`src/rtl/slc3_io_responder_if.sv`:
```
// rtl/slc3_io_responder_if.sv - CPU memory bus and PAUSE handshake bundle for the SLC-3 I/O responder
//  master : CPU/controller side, drives ADDR, Data_from_CPU, MEM_OE, MEM_WE, pause_req, LED_val
//  slave  : responder side, drives Data_to_CPU, io_sel, pause_done
interface slc3_io_responder_if;
  logic [15:0] ADDR;
  logic [15:0] Data_from_CPU;
  logic        MEM_OE;        // active-low read enable
  logic        MEM_WE;        // active-low write enable
  logic [15:0] Data_to_CPU;
  logic        io_sel;
  logic        pause_req;
  logic [9:0]  LED_val;
  logic        pause_done;

  modport master (
    output ADDR, Data_from_CPU, MEM_OE, MEM_WE, pause_req, LED_val,
    input  Data_to_CPU, io_sel, pause_done
  );

  modport slave (
    input  ADDR, Data_from_CPU, MEM_OE, MEM_WE, pause_req, LED_val,
    output Data_to_CPU, io_sel, pause_done
  );
endinterface

```
`src/rtl/slc3_io_responder.sv`:
```
// rtl/slc3_io_responder.sv - SLC-3 memory-mapped switch/HEX port and PAUSE/Continue handshake
//  Clk        in   system clock, rising edge
//  Reset_ah   in   asynchronous active-high reset
//  SW         in   raw switches (asynchronous), read back at IO_ADDR
//  Continue   in   raw active-low Continue button (asynchronous)
//  LED        out  pause code captured when a pause request is accepted
//  HEX0..HEX3 out  active-low 7-segment digits of the last word written to IO_ADDR
//  bus        slave side of the CPU bus / PAUSE handshake interface
module slc3_io_responder #(
  parameter logic [15:0] IO_ADDR         = 16'hFFFF,
  parameter int          SYNC_STAGES     = 2,
  parameter int          DEBOUNCE_CYCLES = 4
) (
  input  logic              Clk,
  input  logic              Reset_ah,
  input  logic [9:0]        SW,
  input  logic              Continue,
  output logic [9:0]        LED,
  output logic [6:0]        HEX0,
  output logic [6:0]        HEX1,
  output logic [6:0]        HEX2,
  output logic [6:0]        HEX3,
  slc3_io_responder_if.slave bus
);

  localparam int                CNT_W    = $clog2(DEBOUNCE_CYCLES + 1);
  localparam logic [CNT_W-1:0]  CNT_LAST = CNT_W'(DEBOUNCE_CYCLES - 1);

  localparam logic [1:0] IDLE         = 2'd0;
  localparam logic [1:0] WAIT_PRESS   = 2'd1;
  localparam logic [1:0] WAIT_RELEASE = 2'd2;
  localparam logic [1:0] DONE         = 2'd3;

  logic [SYNC_STAGES-1:0][9:0] sw_pipe;
  logic [SYNC_STAGES-1:0]      cont_pipe;
  logic [9:0]                  sw_synced;
  logic                        cont_synced;
  logic                        cont_db;
  logic [CNT_W-1:0]            db_cnt;
  logic [15:0]                 hex_reg;
  logic [1:0]                  state;
  logic                        sel;

  // Synchronisers: element 0 takes the raw pin, the last element is the usable value.
  always_ff @(posedge Clk or posedge Reset_ah) begin
    if (Reset_ah) begin
      sw_pipe   <= '0;
      cont_pipe <= '0;
    end else begin
      sw_pipe   <= {sw_pipe[SYNC_STAGES-2:0], SW};
      cont_pipe <= {cont_pipe[SYNC_STAGES-2:0], Continue};
    end
  end

  assign sw_synced   = sw_pipe[SYNC_STAGES-1];
  assign cont_synced = cont_pipe[SYNC_STAGES-1];

  // Debounce: the accepted level only follows the synced button after
  // DEBOUNCE_CYCLES consecutive samples that disagree with it.
  always_ff @(posedge Clk or posedge Reset_ah) begin
    if (Reset_ah) begin
      cont_db <= 1'b1;
      db_cnt  <= '0;
    end else if (cont_synced == cont_db) begin
      db_cnt  <= '0;
    end else if (db_cnt == CNT_LAST) begin
      cont_db <= ~cont_db;
      db_cnt  <= '0;
    end else begin
      db_cnt  <= db_cnt + 1'b1;
    end
  end

  assign sel             = (bus.ADDR == IO_ADDR);
  assign bus.io_sel      = sel;
  assign bus.Data_to_CPU = (sel && !bus.MEM_OE) ? {6'b0, sw_synced} : 16'h0000;

  always_ff @(posedge Clk or posedge Reset_ah) begin
    if (Reset_ah) begin
      hex_reg <= 16'h0000;
    end else if (sel && !bus.MEM_WE) begin
      hex_reg <= bus.Data_from_CPU;
    end
  end

  function automatic logic [6:0] seg7(input logic [3:0] n);
    logic [6:0] s;
    case (n)
      4'h0: s = 7'b1000000;
      4'h1: s = 7'b1111001;
      4'h2: s = 7'b0100100;
      4'h3: s = 7'b0110000;
      4'h4: s = 7'b0011001;
      4'h5: s = 7'b0010010;
      4'h6: s = 7'b0000010;
      4'h7: s = 7'b1111000;
      4'h8: s = 7'b0000000;
      4'h9: s = 7'b0010000;
      4'hA: s = 7'b0001000;
      4'hB: s = 7'b0000011;
      4'hC: s = 7'b1000110;
      4'hD: s = 7'b0100001;
      4'hE: s = 7'b0000110;
      default: s = 7'b0001110;
    endcase
    return s;
  endfunction

  assign HEX0 = seg7(hex_reg[3:0]);
  assign HEX1 = seg7(hex_reg[7:4]);
  assign HEX2 = seg7(hex_reg[11:8]);
  assign HEX3 = seg7(hex_reg[15:12]);

  // PAUSE handshake. Working from the debounced level means a button already
  // held at request time skips WAIT_PRESS but still needs a real release.
  always_ff @(posedge Clk or posedge Reset_ah) begin
    if (Reset_ah) begin
      state          <= IDLE;
      LED            <= 10'h000;
      bus.pause_done <= 1'b0;
    end else begin
      case (state)
        IDLE: begin
          if (bus.pause_req) begin
            LED   <= bus.LED_val;
            state <= WAIT_PRESS;
          end
        end
        WAIT_PRESS: begin
          if (!bus.pause_req)  state <= IDLE;
          else if (!cont_db)   state <= WAIT_RELEASE;
        end
        WAIT_RELEASE: begin
          if (!bus.pause_req) begin
            state <= IDLE;
          end else if (cont_db) begin
            state          <= DONE;
            bus.pause_done <= 1'b1;
          end
        end
        default: begin
          if (!bus.pause_req) begin
            state          <= IDLE;
            bus.pause_done <= 1'b0;
          end
        end
      endcase
    end
  end

endmodule

```
`src/flat_wrapper.sv`:
```
// flat-port wrapper written by rule: the top's interface ports become plain ports
module slc3_io_responder_flat 
#(
  parameter logic [15:0] IO_ADDR         = 16'hFFFF,
  parameter int          SYNC_STAGES     = 2,
  parameter int          DEBOUNCE_CYCLES = 4
)
  (Clk, Reset_ah, SW, Continue, LED, HEX0, HEX1, HEX2, HEX3, bus_ADDR, bus_Data_from_CPU, bus_MEM_OE, bus_MEM_WE, bus_pause_req, bus_LED_val, bus_Data_to_CPU, bus_io_sel, bus_pause_done);
  slc3_io_responder_if bus_i ();
  input  logic Clk;
  input  logic Reset_ah;
  input  logic [9:0] SW;
  input  logic Continue;
  output logic [9:0] LED;
  output logic [6:0] HEX0;
  output logic [6:0] HEX1;
  output logic [6:0] HEX2;
  output logic [6:0] HEX3;
  input wire logic [$bits(bus_i.ADDR)-1:0] bus_ADDR;
  input wire logic [$bits(bus_i.Data_from_CPU)-1:0] bus_Data_from_CPU;
  input wire logic [$bits(bus_i.MEM_OE)-1:0] bus_MEM_OE;
  input wire logic [$bits(bus_i.MEM_WE)-1:0] bus_MEM_WE;
  input wire logic [$bits(bus_i.pause_req)-1:0] bus_pause_req;
  input wire logic [$bits(bus_i.LED_val)-1:0] bus_LED_val;
  output wire logic [$bits(bus_i.Data_to_CPU)-1:0] bus_Data_to_CPU;
  output wire logic [$bits(bus_i.io_sel)-1:0] bus_io_sel;
  output wire logic [$bits(bus_i.pause_done)-1:0] bus_pause_done;
  assign bus_i.ADDR = bus_ADDR;
  assign bus_i.Data_from_CPU = bus_Data_from_CPU;
  assign bus_i.MEM_OE = bus_MEM_OE;
  assign bus_i.MEM_WE = bus_MEM_WE;
  assign bus_i.pause_req = bus_pause_req;
  assign bus_i.LED_val = bus_LED_val;
  assign bus_Data_to_CPU = bus_i.Data_to_CPU;
  assign bus_io_sel = bus_i.io_sel;
  assign bus_pause_done = bus_i.pause_done;
  slc3_io_responder #(.IO_ADDR(IO_ADDR), .SYNC_STAGES(SYNC_STAGES), .DEBOUNCE_CYCLES(DEBOUNCE_CYCLES)) u_core (.Clk(Clk), .Reset_ah(Reset_ah), .SW(SW), .Continue(Continue), .LED(LED), .HEX0(HEX0), .HEX1(HEX1), .HEX2(HEX2), .HEX3(HEX3), .bus(bus_i));
endmodule
```
`config.mk`:
```
export PLATFORM = sky130hd
export DESIGN_NAME = slc3_io_responder_flat
export DESIGN_NICKNAME = d
export VERILOG_FILES = /design/src/rtl/slc3_io_responder_if.sv /design/src/rtl/slc3_io_responder.sv /design/src/flat_wrapper.sv
export SDC_FILE = /design/constraint.sdc
export NUM_CORES = 1
export LEC_CHECK = 0
export ABC_AREA = 1
export CORE_MARGIN = 10
export CORE_UTILIZATION = 48
export CTS_CLUSTER_DIAMETER = 60
export DETAILED_ROUTE_END_ITERATION = 10
export MAX_ROUTING_LAYER = met4
export PLACE_DENSITY = 0.85
export SYNTH_ARGS = -nofsm -noshare
export SYNTH_HDL_FRONTEND = slang
export SYNTH_SLANG_ARGS = --single-unit
```
`constraint.sdc`:
```
create_clock -name Clk -period 2.4 [get_ports Clk]
set_clock_uncertainty 0.05 [all_clocks]
set_input_delay 0.36 -clock Clk [delete_from_list [all_inputs] [get_ports Clk]]
set_output_delay 0.36 -clock Clk [all_outputs]
set_load 0.1 [all_outputs]
```
# Word level (Yosys, flattened, before mapping)

Memory sizes are Yosys's and may differ from the RTL's.
Cells that the tools add are included.

Flip-flop bits (word level): 55
Bits in latches: 0
RAM bits: 0
Memory bits (read-only): 448
Output and inout bits: 56
Memories: 4

Add/subtract/negate cells: 1
Multiply operators: 0
Divide/modulo/power cells: 0
Magnitude comparators: 0
Equal/unequal tests: 12
Shifts and indexed selects: 0
Multiplexer cells: 14
Bitwise gates (word level): 3
Reductions and logical operators: 10

Memory list:

| name            | words | bits a word | read ports | clocked after Yosys merged registers in | wr ports | line                    | text |
|---|---|---|---|---|---|---|---|
| (no name shown) | 16    | 7           | 1          | 0                                       | 0        | slc3_io_responder.sv:88 | `case (n)` |
| (no name shown) | 16    | 7           | 1          | 0                                       | 0        | slc3_io_responder.sv:88 |  |
| (no name shown) | 16    | 7           | 1          | 0                                       | 0        | slc3_io_responder.sv:88 |  |
| (no name shown) | 16    | 7           | 1          | 0                                       | 0        | slc3_io_responder.sv:88 |  |

Operators by type and width:

| cell                 | number |
|---|---|
| $eq 16x16->1 const B | 1 |
| $mux 2               | 6 |
| $mux 10              | 1 |
| $reduce_and 4->1     | 2 |
| $mux 3               | 2 |
| $pmux 2 s3           | 1 |
| $ne 2x1->1 const B   | 2 |
| $ne 2x2->1 const B   | 2 |
| $ne 4x1->1 const B   | 1 |
| $reduce_and 2->1     | 2 |
| $add 3x1->3 const B  | 1 |
| $eq 3x2->1 const B   | 1 |
| $mux 1               | 3 |
| $ne 3x2->1 const B   | 1 |
| $ne 3x3->1 const B   | 1 |
| $not 1->1            | 3 |
| $eq 2x1->1 const B   | 1 |
| $eq 2x2->1 const B   | 1 |
| $logic_and 1x1->1    | 2 |
| $logic_not 1->1      | 2 |
| $logic_not 2->1      | 1 |
| $pmux 1 s2           | 1 |
| $reduce_or 2->1      | 1 |
| $eq 1x1->1           | 1 |

# Longest topological paths before layout

Gate-level depths: netlist of the first run.

Word-level depth: 4
Mapped depth: 8
Mapped depth without buffers: 8

# Least setup slack after synthesis of the first run

No wires, ideal clock.

Kind: reg-to-output
From: register u_core.hex_reg[1]
To: output HEX0[4]
Data arrival time: 2995 ps
Path slack: -1005 ps
Cell stages (with the launch flop): 5
Path through: dfrtp_1 > inv_1 > ha_1 > inv_1 > o31ai_1

Longest elaborated chain between the ends: 1

Ends and longest elaborated chain:

| element                | line                    | text |
|---|---|---|
| start, declared        | slc3_io_responder.sv:40 | `logic [15:0] hex_reg;` |
| start signal, assigned | slc3_io_responder.sv:82 | `hex_reg <= bus.Data_from_CPU;` |
| $mem_v2 16x7           | n/a                     |  |
| end, declared          | flat_wrapper.sv:15      | `output logic [6:0] HEX0;` |

No other way between the ends.

# Worst setup path in the final report of the first run

From: input bus_ADDR[0]
To: output bus_Data_to_CPU[0]

Longest elaborated chain between the ends: 3

Ends and longest elaborated chain:

| element           | line                    | text |
|---|---|---|
| start, declared   | flat_wrapper.sv:19      | `input wire logic [$bits(bus_i.ADDR)-1:0] bus_ADDR;` |
| $eq 16x16->1      | slc3_io_responder.sv:74 | `assign sel = (bus.ADDR == IO_ADDR);` |
| $logic_and 1x1->1 | slc3_io_responder.sv:76 | `assign bus.Data_to_CPU = (sel && !bus.MEM_OE) ? {6'b0, sw_synced} : 16'h0000;` |
| $mux 10           | slc3_io_responder.sv:76 |  |
| end, declared     | flat_wrapper.sv:25      | `output wire logic [$bits(bus_i.Data_to_CPU)-1:0] bus_Data_to_CPU;` |

No other way between the ends.

==> impl_metrics.csv, run 1 <==
group,metric,value,unit
run_status,status,"finished clean",
worst_hold_path,hold_class,"flip-flop to flip-flop",
drt,wl_per_cell,14.6,um
drt,vias,2734,
setup_path,crit_slowest_cell,"clkdlybuf4s50_1",
timing,timing.fmax,0.440,GHz
worst_hold_path,min_from,"u_core.sw_pipe[7]",
final_layout,layout-drive-gt1-share,0.212,
floorplan,boundaryPins,114,
floorplan,dieArea,9930,um2
clock_tree,clock_latency,0.32,ns
clock_tree,root_buffer,"clkbuf_8",
floorplan,die_x,99.6,um
floorplan,core.rowCount,28,
drt,drc_errors,0,
final_layout,diodes,0,
drt,vias_per_cell,5.04,
timing,finalHoldViolCount,0,
drt,dr.pass1.iters,4,
clock_tree,clk_pin_slew,0.10,ns
timing,setup-tns-final,0,ns
setup_path,r2r_setup_slack,0.67,ns
yosys,synth_common_cells,"nand2_1, dfrtp_1, inv_1, ha_1, nor2_1",
yosys,syn-cell-area,3040,um2
timing,setup_viol,0,
grt,antenna_found_initial,0,
yosys,ys_ff_latch,55,
worst_hold_path,hold_path_depth,0,
grt,grt_overflow,0,
place,place.gp.congestion,0.878,
drt,drt-initial-drc-count,96,
setup_path,rr_endpoint,"u_core.state[0]",
timing,rsz0062_at_grt,"no",
drt,ant_nets,0,
floorplan,start_util,0.505,
timing,drv_slew,0,
timing,period_needed,2.27,ns
setup_path,critPathKind,"primary input to primary output",
yosys,synth_top_area_cell,"dfrtp_1",
clock_tree,cts.sinks,55,
yosys,netlist_instances,359,
setup_path,cp_cell_sequence,"clkdlybuf4s50_1 > nand2_1 > nor2_1 > nand2_2 > nor2_8 > nand2_2 > nor2_1 > buf_12",
pwr,pwr_density_cell,654,nW/um2
setup_path,crit_arrival,1.86,ns
yosys,seq_area_frac_synth,0.453,
pwr,power.leakage,2.28,nW
pwr,power,3.08,mW
setup_path,path_buf_inv,2,
clock_tree,numCtsBuffers,5,
pwr,clock_power_share,0.176,
floorplan,core_area,6030,um2
yosys,yosysMostFrequentCell,"nand2_1",
drt,finalWirelength,7910,um
yosys,synth_warnings,0,
yosys,synth-edff-count,0,
setup_path,max_stage_delay,0.46,ns
clock_tree,cts_max_path_buffers,2,
pwr,p_sw_frac,0.457,
pwr,vdd_drop_max,0.937,mV
setup_path,critPathLaunchType,"primary input",
setup_path,r2r-start,"u_core.state[0]",
clock_tree,h-tree-depth,2,
setup_path,path_max_fanout,10,
grt,grt_pass1_wl,12900,um
setup_path,r2r_cells,7,
final_layout,n_fill_cell,401,
final_layout,fin_nets,553,
timing,finalCritPeriodShare,0.947,
pwr,combinationalPowerShare,0.443,
run,cap_violations,0,
place,dp.final_hpwl,6580,um
setup_path,crit_family,"simple AND/OR/NAND/NOR gates",
grt,grt_pass1_vias,2786,
place,port_buffers,107,
setup_path,end_kind,"primary output",
final_layout,largest_reg_flops,16,
grt,grt_max_degree,56,
yosys,synth_cell_types,26,
pwr,seqPwrFrac,0.382,
yosys,synth.avg_cell_area,8.48,um2
pwr,p_switching,1.41,mW
yosys,yosysTopAreaCellShare,0.444,
worst_hold_path,whs_endpoint,"u_core.sw_synced[7]",
pwr,p_int,1.67,mW
yosys,synthArstFlopShare,1.00,
floorplan,die_h,99.6,um
setup_path,critical_path_required,1.99,ns
clock_tree,tritoncts,"yes",
final_layout,syn_to_final_growth,54.5,%
grt,track_usage,0.161,
yosys,synth_area_leaders,"dfrtp_1, nand2_1, ha_1, inv_1, a21oi_1",
yosys,synth_ff_type,"dfrtp_1",
-- what timing repair did --
action | in CTS | in global routing
setup endpoints to repair | 0 | 2
hold buffers | 0 | 0
setup buffers | 0 | 0
resized for setup | 0 | 2
-- cell usage in the layout, fill, tap and decap left out, types with 2 or more instances in the layout --
| cell type | n |
|---|---|
| a21oi_1 | 13 |
| a21oi_2 | 15 |
| buf_12 | 40 |
| buf_4 | 13 |
| clkbuf_8 | 5 |
| clkdlybuf4s50_1 | 57 |
| conb_1 | 6 |
| dfrtp_1 | 54 |
| ha_1 | 29 |
| inv_1 | 37 |
| inv_6 | 3 |
| mux2_2 | 11 |
| nand2_1 | 98 |
| nand2_2 | 2 |
| nand3_1 | 21 |
| nor2_1 | 26 |
| nor2_2 | 3 |
| o21ai_0 | 20 |
| o31ai_2 | 3 |
-- area by class of cell --
cell class                 count  area [um2]  area share
multi-input combinational    255        1520       0.323
tap                           75        93.8      0.0200
timing repair buffer         110        1470       0.312
inverter                      39         146      0.0311
clock buffer                   5        68.8      0.0146
sequential                    55        1380       0.293
clock inverter                 3        26.3     0.00559
-- kinds of logic (layout without fill, tap and decap cells) --
| family | count (synthesis) | count (layout) | share of synthesized area |
|---|---|---|---|
| other cells | 1 | 6 | 0.00123 |
| buf+inv | 54 | 157 | 0.0797 |
| flops | 55 | 55 | 0.453 |
| simple gates | 155 | 155 | 0.212 |
| compound gates | 53 | 53 | 0.0921 |
| xor+xnor | 1 | 1 | 0.00288 |
| mux | 11 | 11 | 0.0407 |
| fa+ha+maj | 29 | 29 | 0.119 |
-- how the worst max path moves through the flow --
stage	slack (ns)	from	end	cells past startpoint
global placement	0.21	bus_ADDR[0]	bus_Data_to_CPU[7]	8
global route	0.002	u_core.hex_reg[13]	HEX3[3]	6
CTS	0.07	u_core.hex_reg[9]	HEX2[3]	6
floorplan	-0.21	bus_ADDR[1]	bus_Data_to_CPU[0]	6
detailed placement	0.12	bus_ADDR[0]	bus_Data_to_CPU[0]	8
finish	0.13	bus_ADDR[0]	bus_Data_to_CPU[0]	8
-- routing by layer --
layer | vias up | GRT usage | share of wire
li1 | 1339 | - | -
met1 | 1286 | 0.165 | 0.39
met2 | 98 | 0.288 | 0.53
met3 | 11 | 0.0595 | 0.077
met4 | 0 | 0.0353 | 0.010
met5 | - | - | 0
-- through the flow --
step / setup slack (ns) / instance area, um2 / hold slack [ns] / instances / utilization
global route: 0.00236 / 4700 / 0.319 / 542 / 0.781
CTS: 0.0700 / 4700 / 0.309 / 542 / 0.779
floorplan: -0.208 / 3130 / 0.281 / 364 / -
global placement: 0.209 / 4600 / 0.282 / 534 / 0.763
detailed placement: 0.122 / 4600 / 0.285 / 534 / 0.763
finish: 0.127 / 4700 / 0.307 / 542 / 0.781
-- worst register-to-register path, delay by kind of cell, from the launching register on --
| family | cells | cell delay (ns) |
|---|---|---|
| buf+inv | 1 | 0.10 |
| compound gates | 2 | 0.29 |
| fa+ha+maj | 1 | 0.24 |
| simple gates | 3 | 0.50 |
| flops | 1 | 0.43 |
-- power by group through the flow --
| stage | Clock (mW) | Combinational (mW) | Sequential [mW] |
|---|---|---|---|
| after floorplan | 0 | 0.355 | 1.85 |
| after global routing | 0.597 | 1.43 | 1.19 |
| after detailed placement | 0 | 1.38 | 1.19 |
| final | 0.540 | 1.36 | 1.17 |
| after global placement | 0 | 1.34 | 1.18 |
| after CTS | 0.560 | 1.38 | 1.17 |
Note: power is estimated with default switching activity, not from simulation.
==> run 2: changes to the inputs <==
- ABC_AREA: 1 -> not set
==> run 2 against run 1 <==
Effect of this change:
- cell count fell by 15%
- sequential share of layout area fell by 0.76 points
- global-route usage fell by 0.20 points
- via count fell by 14%
- wire length fell by 0.91%
- non-clock buffer count rose by 9
- sequential cell count did not move
- die area rose by 1.3%
- area after synthesis rose by 1.6%
- synthesized cell count fell by 25%
- critical path type is now flip-flop to primary output
- highest routed layer unchanged
==> impl_metrics.csv, run 2 <==
group,metric,value,unit
run_status,status,"finished clean",
yosys,netlist_instances,268,
drt,finalWirelength,7840,um
final_layout,diodes,0,
pwr,seqPwrFrac,0.381,
place,placed_area,4680,um2
yosys,synth_cell_types,33,
timing,setup-tns-final,0,ns
worst_hold_path,hold_class,"flip-flop to flip-flop",
clock_tree,cts_max_path_buffers,2,
timing,timing.fmax,0.433,GHz
timing,layout_setup_ws,0.0902,ns
final_layout,largest_reg_flops,16,
floorplan,core.rowCount,29,
timing,period_needed,2.31,ns
timing,finalHoldViolCount,0,
final_layout,final_core_util,0.769,
floorplan,start_util,0.490,
floorplan,boundaryPins,114,
clock_tree,numCtsBuffers,5,
yosys,ys_ff_latch,55,
place,dp.final_hpwl,6360,um
yosys,synth_ff_type,"dfrtp_1",
setup_path,crit_slowest_cell,"or3b_2",
yosys,synth_warnings,0,
yosys,synth.avg_cell_area,11.5,um2
floorplan,dieArea,10100,um2
drt,drc_errors,0,
grt,grt_max_degree,23,
yosys,seq_area_frac_synth,0.445,
yosys,yosysMostFrequentCell,"dfrtp_1",
final_layout,layout-drive-gt1-share,0.384,
worst_hold_path,hold_path_depth,0,
pwr,p_sw_frac,0.453,
yosys,synth_top_area_cell,"dfrtp_1",
setup_path,path_max_fanout,6,
drt,vias_per_cell,5.11,
drt,vias,2361,
setup_path,critPathLaunchType,"flip-flop",
yosys,synth_area_leaders,"dfrtp_1, ha_1, mux2_2, mux2_4, mux2i_1",
timing,finalCritPeriodShare,0.962,
grt,grt_pass1_wl,12800,um
setup_path,max_stage_delay,0.47,ns
setup_path,critical_path_required,1.99,ns
pwr,p_switching,1.39,mW
place,port_buffers,107,
final_layout,syn_to_final_growth,57.0,%
grt,grt_pass1_vias,2575,
pwr,combinationalPowerShare,0.452,
grt,grt_overflow,0,
final_layout,finalInstanceArea,4850,um2
timing,setup_viol,0,
pwr,p_int,1.68,mW
setup_path,critPathKind,"flip-flop to primary output",
drt,ant_nets,0,
yosys,syn-cell-area,3090,um2
yosys,synthArstFlopShare,1.00,
clock_tree,cts.sinks,55,
pwr,clock_power_share,0.167,
timing,drv_slew,0,
clock_tree,clk_pin_slew,0.10,ns
clock_tree,h-tree-depth,2,
place,preCtsSetupSlack,-0.110,ns
yosys,synth-edff-count,0,
grt,antenna_found_initial,0,
grt,track_usage,0.159,
pwr,power.leakage,2.19,nW
yosys,yosysTopAreaCellShare,0.437,
clock_tree,clock_latency,0.30,ns
setup_path,r2r_cells,6,
final_layout,mostFrequentLayoutCell,"dfrtp_1",
clock_tree,tritoncts,"yes",
floorplan,die_h,100,um
timing,hold_ws,0.307,ns
place,place.gp.congestion,0.860,
floorplan,die_x,100,um
setup_path,end_kind,"primary output",
pwr,pwr_density_cell,634,nW/um2
clock_tree,cts_hold_buf,0,
drt,wl_per_cell,17.0,um
clock_tree,root_buffer,"clkbuf_8",
run,cap_violations,0,
floorplan,core_area,6310,um2
pwr,vdd_drop_max,0.999,mV
timing,rsz0062_at_grt,"no",
drt,drt-initial-drc-count,57,
final_layout,final_cell_mix,"dfrtp_1, clkdlybuf4s50_1, buf_12",
yosys,synth_common_cells,"dfrtp_1, ha_1, nor2_1, nand2_1, mux2_2",
setup_path,crit_arrival,1.90,ns
setup_path,cp_cell_sequence,"inv_2 > ha_2 > nor2b_1 > or3b_2 > o21ai_2 > buf_12",
drt,dr.pass1.iters,4,
final_layout,fin_nets,471,
run 2: changes by cell type after synthesis, moves of 5 or more:
cell and delta:
nand3_1 -21, nand2b_1 +5, nand2_1 -79, a21oi_1 -27
a22o_1 +8, nor2_1 -7, mux2i_1 +10, inv_1 -21
mux2_2 +7, mux2_4 +10, o21ai_0 -11, o21a_1 +5
and2_1 +10
run 2: layer usage:
metal	wire, um	GRT usage	up-vias
met5	0	-	-
met4	77	0.0359	0
met3	335	0.0357	6
met2	4510	0.300	57
met1	2920	0.163	1155
li1	-	-	1143
run 2: stage by stage:
step | instances | total power [mW]
finish | 462 | 3.08
global route | 462 | 3.21
CTS | 457 | 3.10
detailed placement | 448 | 2.59
global placement | 448 | 2.55
floorplan | 273 | 2.23
run 2: path summary, 6_finish.rpt:
path | slack, ns | to | start
max | 0.09 | HEX1[0] | u_core.hex_reg[5]
min | 0.31 | u_core.sw_synced[5] | u_core.sw_pipe[5]
max reg2reg | 0.67 | u_core.state[0] | u_core.state[0]
min reg2reg | 0.31 | u_core.sw_synced[5] | u_core.sw_pipe[5]
max in group asynchronous | 1.35 | u_core.sw_pipe[9] | Reset_ah
min in group asynchronous | 0.33 | u_core.hex_reg[10] | Reset_ah
run 2: timing repair:
action | 4_1_cts | 5_1_grt
resized for setup | 32 | 16
pin swaps | 8 | 4
gates cloned | 1 | 0
setup endpoints to repair | 13 | 18
setup buffers | 0 | 5
hold endpoints to repair | 0 | 0
run 2: worst max-delay path: cells and delay by family, from the launching register on:
family | cells | cell delay, ns
buffers and inverters | 2 | 0.30
adder cells (fa/ha/maj) | 1 | 0.20
flip-flops | 1 | 0.46
AND/OR/NAND/NOR | 2 | 0.53
AO/OA/AOI/OAI | 1 | 0.10
run 2: power groups by stage:
stage          clock [mW]  sequential (mW)  combinational, mW
4_1_cts             0.527             1.17               1.40
5_1_grt             0.567             1.20               1.45
3_5_place_dp            0             1.19               1.40
6_report            0.513             1.17               1.39
2_1_floorplan           0             1.87              0.358
3_3_place_gp            0             1.18               1.37
run 2: logic make-up (layout without fill, tap and decap cells):
logic type                 Yosys count  count (layout)  synth area share
and+or+nand+nor                     74              74             0.127
DFF                                 55              55             0.445
muxes                               42              42             0.176
AOI/OAI and AO/OA                   34              34            0.0793
buffers and inverters               32             144            0.0514
adders and majority gates           29              29             0.117
other                                1               6           0.00121
xor gates and xnor gates             1               1           0.00283
run 2: cell type report:
cell class | instances | area, um2
Tap cell | 77 | 96.3
Inverter | 17 | 63.8
Timing Repair Buffer | 119 | 1550
Sequential cell | 55 | 1390
Clock buffer | 6 | 72.6
Clock inverter | 2 | 16.3
Multi-Input combinational cell | 186 | 1670
Fill cell | 406 | 1460
==> RTL edit (flow settings as in run 1) <==
`SYNC_STAGES` is set to 2 in 2 places; all go to 4.
--- a/src/rtl/slc3_io_responder.sv
+++ b/src/rtl/slc3_io_responder.sv
@@ -10,3 +10,3 @@
   parameter logic [15:0] IO_ADDR         = 16'hFFFF,
-  parameter int          SYNC_STAGES     = 2,
+  parameter int          SYNC_STAGES     = 4,
   parameter int          DEBOUNCE_CYCLES = 4
--- a/src/flat_wrapper.sv
+++ b/src/flat_wrapper.sv
@@ -4,3 +4,3 @@
   parameter logic [15:0] IO_ADDR         = 16'hFFFF,
-  parameter int          SYNC_STAGES     = 2,
+  parameter int          SYNC_STAGES     = 4,
   parameter int          DEBOUNCE_CYCLES = 4
Function: changed (a bounded check fails within 4 cycles, from zero or initial values and one cycle with Reset_ah high).
==> RTL edit against run 1 <==
Area after synthesis is 19% higher; total power is 27% higher; final area is 15% higher; first-iteration DRC count is 25% higher; worst hold slack worse by 0.0048 ns; via count is 4.6% higher; sequential cell count is 22 higher; sequential share of layout area is 6.4 points higher; routed wire length is 6.5% higher; setup slack better by 0.014 ns.
==> RTL edit: results (changes against run 1) <==
* Outcome: finished, final reports clean
* Commonest cells in the netlist: nand2_1 (98), dfrtp_1 (76), inv_1 (37)
* Drt wl/cell at 14.16 um (-3.0%)
* Synth top area cells: dfrtp_1 (53%), nand2_1 (10%), ha_1 (10%)
* Non-clk invs at 40 (+2.6%)
* Sequential cell count at 77 (+40%)
* Cell Count, Final, Fillers Out at 595 (+9.8%)
* CTS H-tree lvls at 3 (+1)
* Seq area share at 0.3568 (+0.06388)
* First-pass GRT wire length at 13610 um (+5.4%)
* CLK BUF at 9 (+4)
* Worst r2r dst: u_core.LED[2]
* NonClk Buf Share at 0.2730 (-0.03930)
* Via count at 2859 (+4.6%)
* RD Place Congestion at 0.8730 (-0.58%)
* Clk_lat worst skew at 0.34 ns (+0.02 ns)
* Synthesized area at 0.003608 mm^2 (+19%)
* Clock-cell share at 0.03771 (+0.01750)
* Post-synthesis compound-gate area fraction at 0.07490 (-0.01717)
* Non-clock buffer count at 111 (+0.91%)
* Post-Synthesis Cells at 380 (+5.8%)
* Initial detailed-routing violation count at 120 (+25%)
* Unique masters post-synth at 29 (+12%)
* Max VDD drop at 0.0008286 V (-12%)
* Multi-input combinational cell area at 0.001523 mm^2 (about the same)
* Layout Area Growth over Synthesis at 49.86%
* Worst r2r path cells at 4 (-3)
* Hold Crit Start: u_core.sw_pipe[5]
* HPWL Detailed at 6744 um (+2.5%)
* GRT Total Usage at 0.1499 (-0.01136)
* Seq/Total Area, Yosys at 0.5343 (+0.08180)
* Vias in the first global route at 2959 (+6.2%)
* DP Area at 0.005202 mm^2 (+13%)
[RTL edit: changes by cell type in the layout (fill, tap and decap cells not counted), sizes merged, moves of 2 or more]
cell | run 1 | this run
o211ai | 0 | 2
clkinv | 1 | 5
nand3 | 21 | 24
inv | 41 | 39
o21ai | 20 | 18
clkinvlp | 0 | 2
a32oi | 0 | 2
clkbuf | 5 | 9
dfrtp | 54 | 76
a21oi | 28 | 21
[RTL edit: per-layer routing]
metal | GRT usage | share of wire | vias up
met3 | 0.03114 | 0.040 | 11
met5 | - | 0 | -
met4 | 0.04352 | 0.011 | 0
li1 | - | - | 1420
met1 | 0.1544 | 0.40 | 1352
met2 | 0.2801 | 0.55 | 76
[RTL edit: worst max path at each step]
stage / startpoint / endpoint / slack [ns] / cells after the start
after floorplan: bus_ADDR[13] / bus_Data_to_CPU[0] / -0.21 / 6
final: u_core.hex_reg[12] / HEX3[3] / 0.14 / 6
after CTS: bus_ADDR[0] / bus_Data_to_CPU[4] / 0.12 / 8
after detailed placement: bus_ADDR[9] / bus_Data_to_CPU[8] / 0.15 / 8
after global placement: bus_ADDR[13] / bus_Data_to_CPU[1] / 0.19 / 8
after global routing: u_core.hex_reg[12] / HEX3[3] / 0.01 / 6
[RTL edit: critical path: stages, from the launching register on]
cell	delay, ns
dfrtp_1	0.42
inv_1	0.17
ha_1	0.26
a21oi_1	0.22
o21ai_0	0.13
nand2_1	0.12
buf_12	0.18
[RTL edit: report_power, final]
group          switching (mW)  internal (mW)  total (mW)
combinational           0.993          0.375        1.37
clock                   0.485          0.492       0.977
sequential             0.0913           1.47        1.56
total                    1.57           2.34        3.91
